$ cat src/rtl/ps2_keyboard_decoder.sv
// PS/2 keyboard receiver: oversamples the PS/2 lines, deframes 11-bit odd-parity
// frames, tracks E0/F0 prefixes and turns game-key make codes into command pulses.
module ps2_keyboard_decoder #(
  parameter int TIMEOUT_CYCLES = 100000
) (
  input  logic       clk,
  input  logic       rst,
  input  logic       ps2_clk,
  input  logic       ps2_data,
  output logic [2:0] keyboard_signal,
  output logic [7:0] scan_code,
  output logic       frame_error
);

  localparam int CW = $clog2(TIMEOUT_CYCLES);

  typedef enum logic [1:0] {
    IDLE  = 2'd0,
    RECV  = 2'd1,
    CHECK = 2'd2
  } state_t;

  state_t         state, stateNext;
  logic           clkMeta, clkSync, clkPrev;
  logic           dataMeta, dataSync;
  logic           fe;
  logic [9:0]     shiftReg;
  logic [3:0]     bitCount;
  logic [CW-1:0]  timeoutCount;
  logic           extFlag, brkFlag;
  logic           extNext, brkNext;
  logic [2:0]     cmdNext;
  logic [7:0]     scanNext;
  logic           errNext;
  logic           frameGood;
  logic [7:0]     frameByte;

  function automatic logic [2:0] lookup(input logic ext, input logic [7:0] code);
    logic [2:0] cmd;
    cmd = 3'b000;
    if (ext) begin
      case (code)
        8'h75:   cmd = 3'b111;
        8'h6B:   cmd = 3'b101;
        8'h74:   cmd = 3'b110;
        8'h72:   cmd = 3'b100;
        default: cmd = 3'b000;
      endcase
    end else begin
      case (code)
        8'h1D:   cmd = 3'b111;
        8'h1C:   cmd = 3'b101;
        8'h23:   cmd = 3'b110;
        8'h1B:   cmd = 3'b100;
        8'h29:   cmd = 3'b111;
        default: cmd = 3'b000;
      endcase
    end
    return cmd;
  endfunction

  assign fe        = clkPrev & ~clkSync;
  // Received bits sit LSB-first: [7:0] data, [8] parity, [9] stop.
  assign frameByte = shiftReg[7:0];
  assign frameGood = (^shiftReg[8:0]) & shiftReg[9];

  always_comb begin
    stateNext = state;
    extNext   = extFlag;
    brkNext   = brkFlag;
    cmdNext   = 3'b000;
    scanNext  = scan_code;
    errNext   = 1'b0;
    case (state)
      IDLE: begin
        if (fe && !dataSync) stateNext = RECV;
      end
      RECV: begin
        if (fe) begin
          if (bitCount == 4'd9) stateNext = CHECK;
        end else if (timeoutCount == CW'(TIMEOUT_CYCLES - 1)) begin
          stateNext = IDLE;
          errNext   = 1'b1;
          extNext   = 1'b0;
          brkNext   = 1'b0;
        end
      end
      CHECK: begin
        stateNext = IDLE;
        if (frameGood) begin
          scanNext = frameByte;
          if (frameByte == 8'hE0) begin
            extNext = 1'b1;
          end else if (frameByte == 8'hF0) begin
            brkNext = 1'b1;
          end else begin
            if (!brkFlag) cmdNext = lookup(extFlag, frameByte);
            extNext = 1'b0;
            brkNext = 1'b0;
          end
        end else begin
          errNext = 1'b1;
          extNext = 1'b0;
          brkNext = 1'b0;
        end
      end
      default: stateNext = IDLE;
    endcase
  end

  always_ff @(posedge clk) begin
    if (!rst) begin
      state           <= IDLE;
      clkMeta         <= 1'b1;
      clkSync         <= 1'b1;
      clkPrev         <= 1'b1;
      dataMeta        <= 1'b1;
      dataSync        <= 1'b1;
      shiftReg        <= '0;
      bitCount        <= '0;
      timeoutCount    <= '0;
      extFlag         <= 1'b0;
      brkFlag         <= 1'b0;
      keyboard_signal <= 3'b000;
      scan_code       <= 8'h00;
      frame_error     <= 1'b0;
    end else begin
      state           <= stateNext;
      clkMeta         <= ps2_clk;
      clkSync         <= clkMeta;
      clkPrev         <= clkSync;
      dataMeta        <= ps2_data;
      dataSync        <= dataMeta;
      extFlag         <= extNext;
      brkFlag         <= brkNext;
      keyboard_signal <= cmdNext;
      scan_code       <= scanNext;
      frame_error     <= errNext;
      if (state == IDLE && fe && !dataSync) bitCount <= '0;
      else if (state == RECV && fe)        bitCount <= bitCount + 4'd1;
      if (state == RECV && fe) shiftReg <= {dataSync, shiftReg[9:1]};
      // Idle time is only measured while a frame is in flight.
      if (state != RECV || fe) timeoutCount <= '0;
      else                     timeoutCount <= timeoutCount + CW'(1);
    end
  end

endmodule

$ cat config.mk
export PLATFORM = sky130hd
export DESIGN_NAME = ps2_keyboard_decoder
export DESIGN_NICKNAME = d
export VERILOG_FILES = /design/src/rtl/ps2_keyboard_decoder.sv
export SDC_FILE = /design/constraint.sdc
export NUM_CORES = 1
export LEC_CHECK = 0
export BUFFER_PORTS_ARGS = -buffer_cell sky130_fd_sc_hd__buf_2
export CORE_MARGIN = 5
export CORE_UTILIZATION = 50
export CTS_CLUSTER_SIZE = 16
export DETAILED_ROUTE_END_ITERATION = 6
export PLACE_DENSITY = 0.68
export SYNTH_ARGS = -nofsm -noshare
export SYNTH_HDL_FRONTEND = slang
export SYNTH_SLANG_ARGS = --single-unit
$ cat constraint.sdc
create_clock -name clk -period 2.25 [get_ports clk]
set_clock_uncertainty 0.2 [all_clocks]
set_input_delay 0.45 -clock clk [delete_from_list [all_inputs] [get_ports clk]]
set_output_delay 0.45 -clock clk [all_outputs]
set_load 0.05 [all_outputs]
==> metrics, run 1 <==
relative slew slack=64.4%; first-pass GRT wire length=8070 um; critical path peak fanout=3; Post-Syn Instances=276; Die H=81.0 um; Max Cap Viol=0; antenna violations before repair=0; remaining global-route overflow=0; final net count=327; post-synthesis cell type count=43; Buffers on Ports=15; switch share=22.1%; most frequent cells in the layout=dfxtp_1, nand2_1, nor2_1; Post-Syn Area=2520 um2; startpoint types=flip-flop; GR Util All Layers=15.6%; Post-CTS Setup Repair Bufs=0; Final Cell Area=2850 um2; clock sink count=52; Die Wd=81.0 um; clk_lat worst skew=0.30 ns; Worst EP arrival=2.19 ns; placement-stage worst setup slack=0.0818 ns; Worst Path Required=2.29 ns; mean area per synthesized cell=9.14 um2; Layout area overhead=13.0%; Switch Pwr=369 uW; Rows=25; status=finished clean; PostCTS Resize Cnt=0; Lkg Pwr=1.06 nW; post-route setup TNS=0 ns; core area=4820 um2; Detailed Route Iter0 Violations=89; peak supply drop=0.350 mV; Hold Path Class=input pin to flip-flop; HPWL after detailed placement=3340 um; Post-route DRC=0; Design Power=1.67 mW; period utilization=95.6%; power share of the clock group=37.3%; Worst-Margin Slew=0.529 ns; Placed Instance Area=2740 um2; P per Cell Area=586 nW/um2; clock buffer depth=2; commonest non-fill, non-tap cell in the layout=dfxtp_1; Ys Warns=0; root buf cell=clkbuf_8; Flop pwr share=56.3%; average wire per standard cell=12.2 um; num ports=16; Tmin final=2.15 ns; final hold vios=0; worst setup margin=0.0983 ns; drt first pass iters=4; Fmax=465 MHz; clk slew on worst S/H paths=0.09 ns; H-tree level count=2; RePlAce Congestion=0.852; CTS tree=yes; Die ar.=6570 um2; Seq/Total Area, Yosys=41.2%; # diodes=0; Setup crit end kind=flip-flop; share of cells above drive strength 1=14.8%; Power Internal=1.30 mW; vias in the first global route=1805; pin count of the biggest net entering global routing=23; DRT Wirelength=4540 um; via count=1886; crit path kind=flip-flop to flip-flop; syn nets=300; # hold bufs at CTS=0; Num CTS Buffers=5; FFs w/ async S/R, synth=0%; Starting Density=52.4%; Logic pwr share=6.4%; Synth Register Bits=52; RSZ-0062 raised after global routing=false; vias per inst=5.08; Slew Limit Fails=0; ys flop type=dfxtp_1; Final setup viols=0; Final ANT Viol Nets=0; EDFF count, synth=0
## power groups by stage
stage	sequential, mW	clock, mW	combinational (mW)
after floorplan	0.961	0	0.0824
after global placement	0.963	0	0.108
after detailed placement	0.963	0	0.106
after CTS	0.942	0.639	0.108
after global routing	0.944	0.683	0.123
final	0.942	0.624	0.107
## synthesized netlist by cell type (7+ instances only)
master / instances / area (um2)
nor2b_1: 8 / 50.1
nor2_1: 22 / 82.6
xor2_1: 10 / 87.6
ha_1: 20 / 250
nand4_1: 7 / 43.8
nand2b_1: 7 / 43.8
nand2_1: 39 / 146
inv_1: 17 / 63.8
mux2i_1: 11 / 110
nand3_1: 8 / 40.0
a21boi_0: 11 / 82.6
o21ai_0: 11 / 55.1
dfxtp_1: 52 / 1040
## cell type report
class	instances	area (um2)
clock buffers	6	72.6
clock inverters	2	35.0
well taps	67	83.8
flip-flops and latches	52	1040
multi-input cells	199	1380
repair buffers	28	176
fillers	467	1960
inverters	17	63.8
## critical path: stages (launching register included)
cell and delay, ns:
dfxtp_1 0.34, inv_1 0.04, ha_1 0.30, xnor3_1 0.38
xnor2_2 0.20, nor2_2 0.08, buf_4 0.15, a32oi_2 0.21
mux2i_1 0.19
## flip-flops by register name, summed over array words and instances (netlist names), 2 cells and up
| register | count |
|---|---|
| scan_code | 8 |
| state | 2 |
| keyboard_signal | 3 |
| bitCount | 4 |
| timeoutCount | 17 |
| shiftReg | 10 |
## stage by stage
step / util, % / cells / hold slack, ns
CTS: 59.1 / 371 / 0.118
detailed placement: 56.9 / 363 / 0.192
finish: 59.2 / 371 / 0.122
global placement: 56.9 / 363 / 0.194
global route: 59.2 / 371 / 0.125
floorplan: - / 276 / 0.186
## kinds of logic after synthesis
kind of cell               Yosys count  synth area share [%]
AOI/OAI and AO/OA                   38                  10.6
xor gates and xnor gates            18                  7.09
adders and majority gates           20                  9.92
buffers and inverters               25                  4.07
DFF                                 52                  41.2
muxes                               11                  4.36
and+or+nand+nor                    112                  22.7
## final timing paths
check / to / from / depth (start not counted) / slack [ns]
max: brkFlag$_SDFFE_PN0P_ / shiftReg[4]$_SDFFE_PN0P_ / 8 / 0.1
min: clkMeta$_SDFF_PN1_ / ps2_clk / 2 / 0.12
max reg2reg: brkFlag$_SDFFE_PN0P_ / shiftReg[4]$_SDFFE_PN0P_ / 8 / 0.1
min reg2reg: dataSync$_SDFF_PN1_ / dataMeta$_SDFF_PN1_ / 1 / 0.21
## metal layers
| metal | global-route usage (%) | routed length, um |
|---|---|---|
| met5 | 0 | 0 |
| met4 | 7.26 | 97 |
| met3 | 2.66 | 116 |
| met2 | 23.7 | 1910 |
| met1 | 21.4 | 2420 |
No activity file was read; power rests on OpenSTA's default activity.
==> run 2: changes to the inputs <==
==> constraint.sdc (replaced) <==
create_clock -name clk -period 2.25 [get_ports clk]
set_clock_uncertainty 0.2 [all_clocks]
set_input_delay 0.225 -clock clk [delete_from_list [all_inputs] [get_ports clk]]
set_output_delay 0.225 -clock clk [all_outputs]
set_load 0.05 [all_outputs]
==> run 2 against run 1 <==
Net effect:
- clock power fell by 20%
- first-iteration DRC count rose by 11%
- via count increased by 2.0%
- sequential power barely moved
- global-route usage grew 0.71 points
- utilization grew 0.10 points
- worst setup slack improved by 0.016 ns
==> metrics, run 2 (same netlist as run 1, synthesis figures left out) <==
placement-stage worst setup slack=0.0808 ns; DRT Wirelength=4730 um; clock buffer depth=2; P per Cell Area=543 nW/um2; Worst-Margin Slew=0.466 ns; Die Wd=81.0 um; startpoint types=flip-flop; Layout area overhead=13.2%; CTS tree=yes; pin count of the biggest net entering global routing=25; max reg flops=17; Buf+Inv Stages, Crit Path=2; clk_lat worst skew=0.30 ns; vias in the first global route=1853; Worst Path Required=2.28 ns; period utilization=94.9%; Post-CTS Setup Repair Bufs=0; CP Cell Sequence=inv_1 -> ha_4 -> xnor3_1 -> xnor2_2 -> nor2_2 -> buf_4 -> a32oi_2 -> mux2i_1; Setup crit end kind=flip-flop; register area=1040 um2; hold_ws=0.0969 ns; Reg2Reg Setup Slack=0.11 ns; crit path kind=flip-flop to flip-flop; Worst R2R Path Depth=8; RSZ-0062 raised after global routing=false; drt first pass iters=4; multi-input logic area=1390 um2; Slew Limit Fails=0; clock sink count=52; WHS Endpoint=dataSync$_SDFF_PN1_; remaining global-route overflow=0; most frequent cells in the layout=dfxtp_1, nand2_1, nor2_1; final net count=329; family with the most delay on the worst path=XOR/XNOR gates; Num CTS Buffers=5; Top reg by flops=timeoutCount; Starting Density=52.4%; vias per inst=5.17; worst setup margin=0.115 ns; hold path start=rst; Worst EP arrival=2.17 ns; Max Cap Viol=0; Final ANT Viol Nets=0; Reg2Reg Launch Point=shiftReg[3]$_SDFFE_PN0P_; Lkg Pwr=1.05 nW; status=finished clean; via count=1924; Detailed Route Iter0 Violations=99; clk slew on worst S/H paths=0.09 ns; root buf cell=clkbuf_8; peak supply drop=0.334 mV; final hold vios=0; Tmin final=2.14 ns; post-route setup TNS=0 ns; antenna violations before repair=0; relative slew slack=68.7%; Final setup viols=0; HPWL after detailed placement=3410 um; # diodes=0; GR Util All Layers=16.3%; H-tree level count=2; FILL cells=449; commonest non-fill, non-tap cell in the layout=dfxtp_1; Critical-path top delay cell=dfxtp_2; Fmax=468 MHz; core area=4820 um2; Post-route DRC=0; Hold Path Class=input pin to flip-flop; biggest regs=timeoutCount: 17 flops, shiftReg: 10 flops, scan_code: 8 flops; Die H=81.0 um; average wire per standard cell=12.7 um; num ports=16; share of cells above drive strength 1=15.7%; RePlAce Congestion=0.845; Reg-to-Reg End=brkFlag$_SDFFE_PN0P_; Design Power=1.55 mW; first-pass GRT wire length=8270 um; Rows=25; Die ar.=6570 um2; Crit path largest cell delay=0.34 ns; Buffers on Ports=15; Hold Path Stages=2; critical path peak fanout=3
==> run 2: through the flow <==
step           cells  instance area [um2]  utilization (%)
5_1_grt          372                 2860             59.3
3_5_place_dp     363                 2740             56.9
2_1_floorplan    276                 2520                -
4_1_cts          372                 2840             58.9
3_3_place_gp     363                 2740             56.9
6_report         372                 2860             59.3
==> run 2: repair_timing <==
| action | 4_1_cts | 5_1_grt |
|---|---|---|
| gates resized for setup | 0 | 5 |
| setup endpoints to repair | 0 | 6 |
| endpoints found under the hold margin | 2 | 0 |
| hold buffers | 2 | 0 |
==> run 2: how the worst max path moves through the flow <==
stage,start,end,slack [ns],depth (start not counted)
3_5_place_dp,shiftReg[4]$_SDFFE_PN0P_,scan_code[4]$_SDFFE_PN0P_,0.08,8
6_report,shiftReg[3]$_SDFFE_PN0P_,brkFlag$_SDFFE_PN0P_,0.11,8
3_3_place_gp,shiftReg[4]$_SDFFE_PN0P_,scan_code[1]$_SDFFE_PN0P_,0.14,8
5_1_grt,shiftReg[3]$_SDFFE_PN0P_,brkFlag$_SDFFE_PN0P_,0.009,8
2_1_floorplan,shiftReg[4]$_SDFFE_PN0P_,brkFlag$_SDFFE_PN0P_,0.09,8
4_1_cts,shiftReg[4]$_SDFFE_PN0P_,scan_code[4]$_SDFFE_PN0P_,0.06,8
==> run 2: final cells by class <==
| type | count | area share, % |
|---|---|---|
| inverter | 17 | 2.23 |
| clock inverter | 1 | 0.175 |
| timing repair buffer | 30 | 6.87 |
| clock buffer | 6 | 2.54 |
| tap | 67 | 2.93 |
| multi-input combinational | 199 | 48.7 |
| sequential | 52 | 36.5 |
==> run 2: routing by layer <==
metal | wire length [um] | share of wire (%) | up-vias | GRT usage (%)
met4 | 75 | 1.6 | 0 | 6.42
met5 | 0 | 0 | - | 0
met3 | 199 | 4.2 | 7 | 4.99
li1 | - | - | 987 | -
met1 | 2390 | 51 | 898 | 21.7
met2 | 2060 | 44 | 32 | 24.5
==> run 2: power by group <==
group	internal, mW	switching (mW)
Sequential	0.932	0.00945
Clock	0.212	0.289
Combinational	0.0429	0.0676
==> run 3: changes to the inputs <==
--- a/config.mk
+++ b/config.mk
@@ -6,11 +6,13 @@
 export NUM_CORES = 1
 export LEC_CHECK = 0
 export BUFFER_PORTS_ARGS = -buffer_cell sky130_fd_sc_hd__buf_2
+export CELL_PAD_IN_SITES_DETAIL_PLACEMENT = 1
+export CELL_PAD_IN_SITES_GLOBAL_PLACEMENT = 2
 export CORE_MARGIN = 5
-export CORE_UTILIZATION = 50
+export CORE_UTILIZATION = 34
 export CTS_CLUSTER_SIZE = 16
 export DETAILED_ROUTE_END_ITERATION = 6
-export PLACE_DENSITY = 0.68
+export PLACE_DENSITY = 0.73
 export SYNTH_ARGS = -nofsm -noshare
 export SYNTH_HDL_FRONTEND = slang
 export SYNTH_SLANG_ARGS = --single-unit
==> run 3 against run 2 <==
Net effect:
- combinational power rose by 4%
- register-to-register slack barely moved
- largest cell class unchanged
- sequential share of layout area fell by 1.3 points
- worst hold slack got worse by 0.030 ns
- power rose by 13%
- sequential power barely moved
- utilization fell by 18 points
- wire length rose by 18%
- critical path depth did not move
- maximum frequency fell by 0.37%
==> metrics, run 3 (same netlist as run 1, synthesis figures left out) <==
Fmax=467 MHz; pin count of the biggest net entering global routing=20; average wire per standard cell=13.7 um; placement-stage worst setup slack=0.0644 ns; crit path kind=flip-flop to flip-flop; final hold vios=0; clock sink count=52; Final Util=40.9%; Hold Path Class=input pin to flip-flop; Reg-to-Reg End=scan_code[7]$_SDFFE_PN0P_; via count=1926; DRT Wirelength=5570 um; Setup crit end kind=flip-flop; Crit path largest cell delay=0.37 ns; Buffers on Ports=15; fin cells=407; Worst Path Required=2.26 ns; FILL cells=866; Placed Instance Area=2790 um2; P per Cell Area=589 nW/um2; share of cells above drive strength 1=17.2%; worst setup margin=0.107 ns; Final Cell Area=2970 um2; RSZ-0062 raised after global routing=false; clk slew on worst S/H paths=0.10 ns; Design Power=1.75 mW; Slew Limit Fails=0; placed cell count=396; Reg2Reg Launch Point=shiftReg[2]$_SDFFE_PN0P_; max reg flops=17; Hold Path Stages=2; status=finished clean; GR Util All Layers=13.3%; relative slew slack=60.7%; hold_ws=0.0669 ns; commonest non-fill, non-tap cell in the layout=dfxtp_1; Lkg Pwr=1.08 nW; Die ar.=9250 um2; RePlAce Congestion=0.752; Tmin final=2.14 ns; drt first pass iters=4; family with the most delay on the worst path=XOR/XNOR gates; num ports=16; register area=1040 um2; clock buffer depth=2; Die Wd=96.2 um; # diodes=0; Layout area overhead=17.6%; post-route setup TNS=0 ns; final net count=331; multi-input logic area=1400 um2; Worst R2R Path Depth=8; HPWL after detailed placement=4090 um; critical path peak fanout=8; biggest regs=timeoutCount: 17 flops, shiftReg: 10 flops, scan_code: 8 flops; remaining global-route overflow=0; Die H=96.2 um; Reg2Reg Setup Slack=0.11 ns; peak supply drop=0.308 mV; period utilization=95.3%; startpoint types=flip-flop; antenna violations before repair=0; most frequent cells in the layout=dfxtp_1, nand2_1, nor2_1; Final ANT Viol Nets=0; core area=7250 um2; Final setup viols=0; Rows=31; root buf cell=clkbuf_8; Buf+Inv Stages, Crit Path=2; Max Cap Viol=0; hold path start=rst; vias per inst=4.73; Detailed Route Iter0 Violations=43; Critical-path top delay cell=xnor3_1; CP Cell Sequence=inv_1 -> ha_4 -> xnor3_1 -> xnor2_2 -> nor2_2 -> buf_6 -> mux2i_2 -> nor2b_1; Num CTS Buffers=5; Starting Density=34.8%; Top reg by flops=timeoutCount; CTS tree=yes; Critical Path Stages=8; Post-route DRC=0; Worst-Margin Slew=0.585 ns; WHS Endpoint=clkSync$_SDFF_PN1_; first-pass GRT wire length=9570 um; clk_lat worst skew=0.31 ns; vias in the first global route=1987; H-tree level count=2; Worst EP arrival=2.15 ns
==> run 3: repair_timing <==
action                                  CTS  global route
endpoints found under the setup margin    0             8
endpoints found under the hold margin     2             0
hold buffers                              2             0
resized for setup                         0             6
buffers inserted                          0             1
==> run 3: how the worst max path moves through the flow <==
| stage | startpoint | to | slack, ns |
|---|---|---|---|
| finish | shiftReg[2]$_SDFFE_PN0P_ | scan_code[7]$_SDFFE_PN0P_ | 0.11 |
| detailed placement | shiftReg[4]$_SDFFE_PN0P_ | brkFlag$_SDFFE_PN0P_ | 0.06 |
| global route | shiftReg[3]$_SDFFE_PN0P_ | brkFlag$_SDFFE_PN0P_ | 0.0001 |
| floorplan | shiftReg[4]$_SDFFE_PN0P_ | brkFlag$_SDFFE_PN0P_ | 0.09 |
| CTS | shiftReg[4]$_SDFFE_PN0P_ | brkFlag$_SDFFE_PN0P_ | 0.04 |
| global placement | shiftReg[4]$_SDFFE_PN0P_ | scan_code[2]$_SDFFE_PN0P_ | 0.13 |
==> run 3: worst register-to-register path: cells and delay by family, from the launching register on <==
kind | cells | cell delay, ns
muxes | 1 | 0.23
xor gates and xnor gates | 2 | 0.54
and+or+nand+nor | 2 | 0.24
buffers and inverters | 2 | 0.29
DFF | 1 | 0.33
adders and majority gates | 1 | 0.22
==> run 3: layout make-up <==
| cell class | count | area share [%] |
|---|---|---|
| clock buffers | 6 | 2.78 |
| clock inverters | 2 | 1.31 |
| inverters | 17 | 2.15 |
| multi-input cells | 199 | 47.3 |
| flip-flops and latches | 52 | 35.2 |
| well taps | 99 | 4.18 |
| repair buffers | 32 | 7.13 |
==> run 3: where the power goes <==
part	switching (mW)	internal, mW	total, mW
sequential	0.00978	0.932	0.942
combinational	0.0699	0.0444	0.114
clock	0.328	0.364	0.692
total	0.407	1.34	1.75
==> run 3: routing by layer <==
metal | GRT usage [%] | wire length [um] | vias up
met5 | 0 | 0 | -
met4 | 4.27 | 80 | 0
met3 | 2.97 | 145 | 6
met2 | 20.8 | 2410 | 14
met1 | 18.2 | 2940 | 921
li1 | - | - | 985
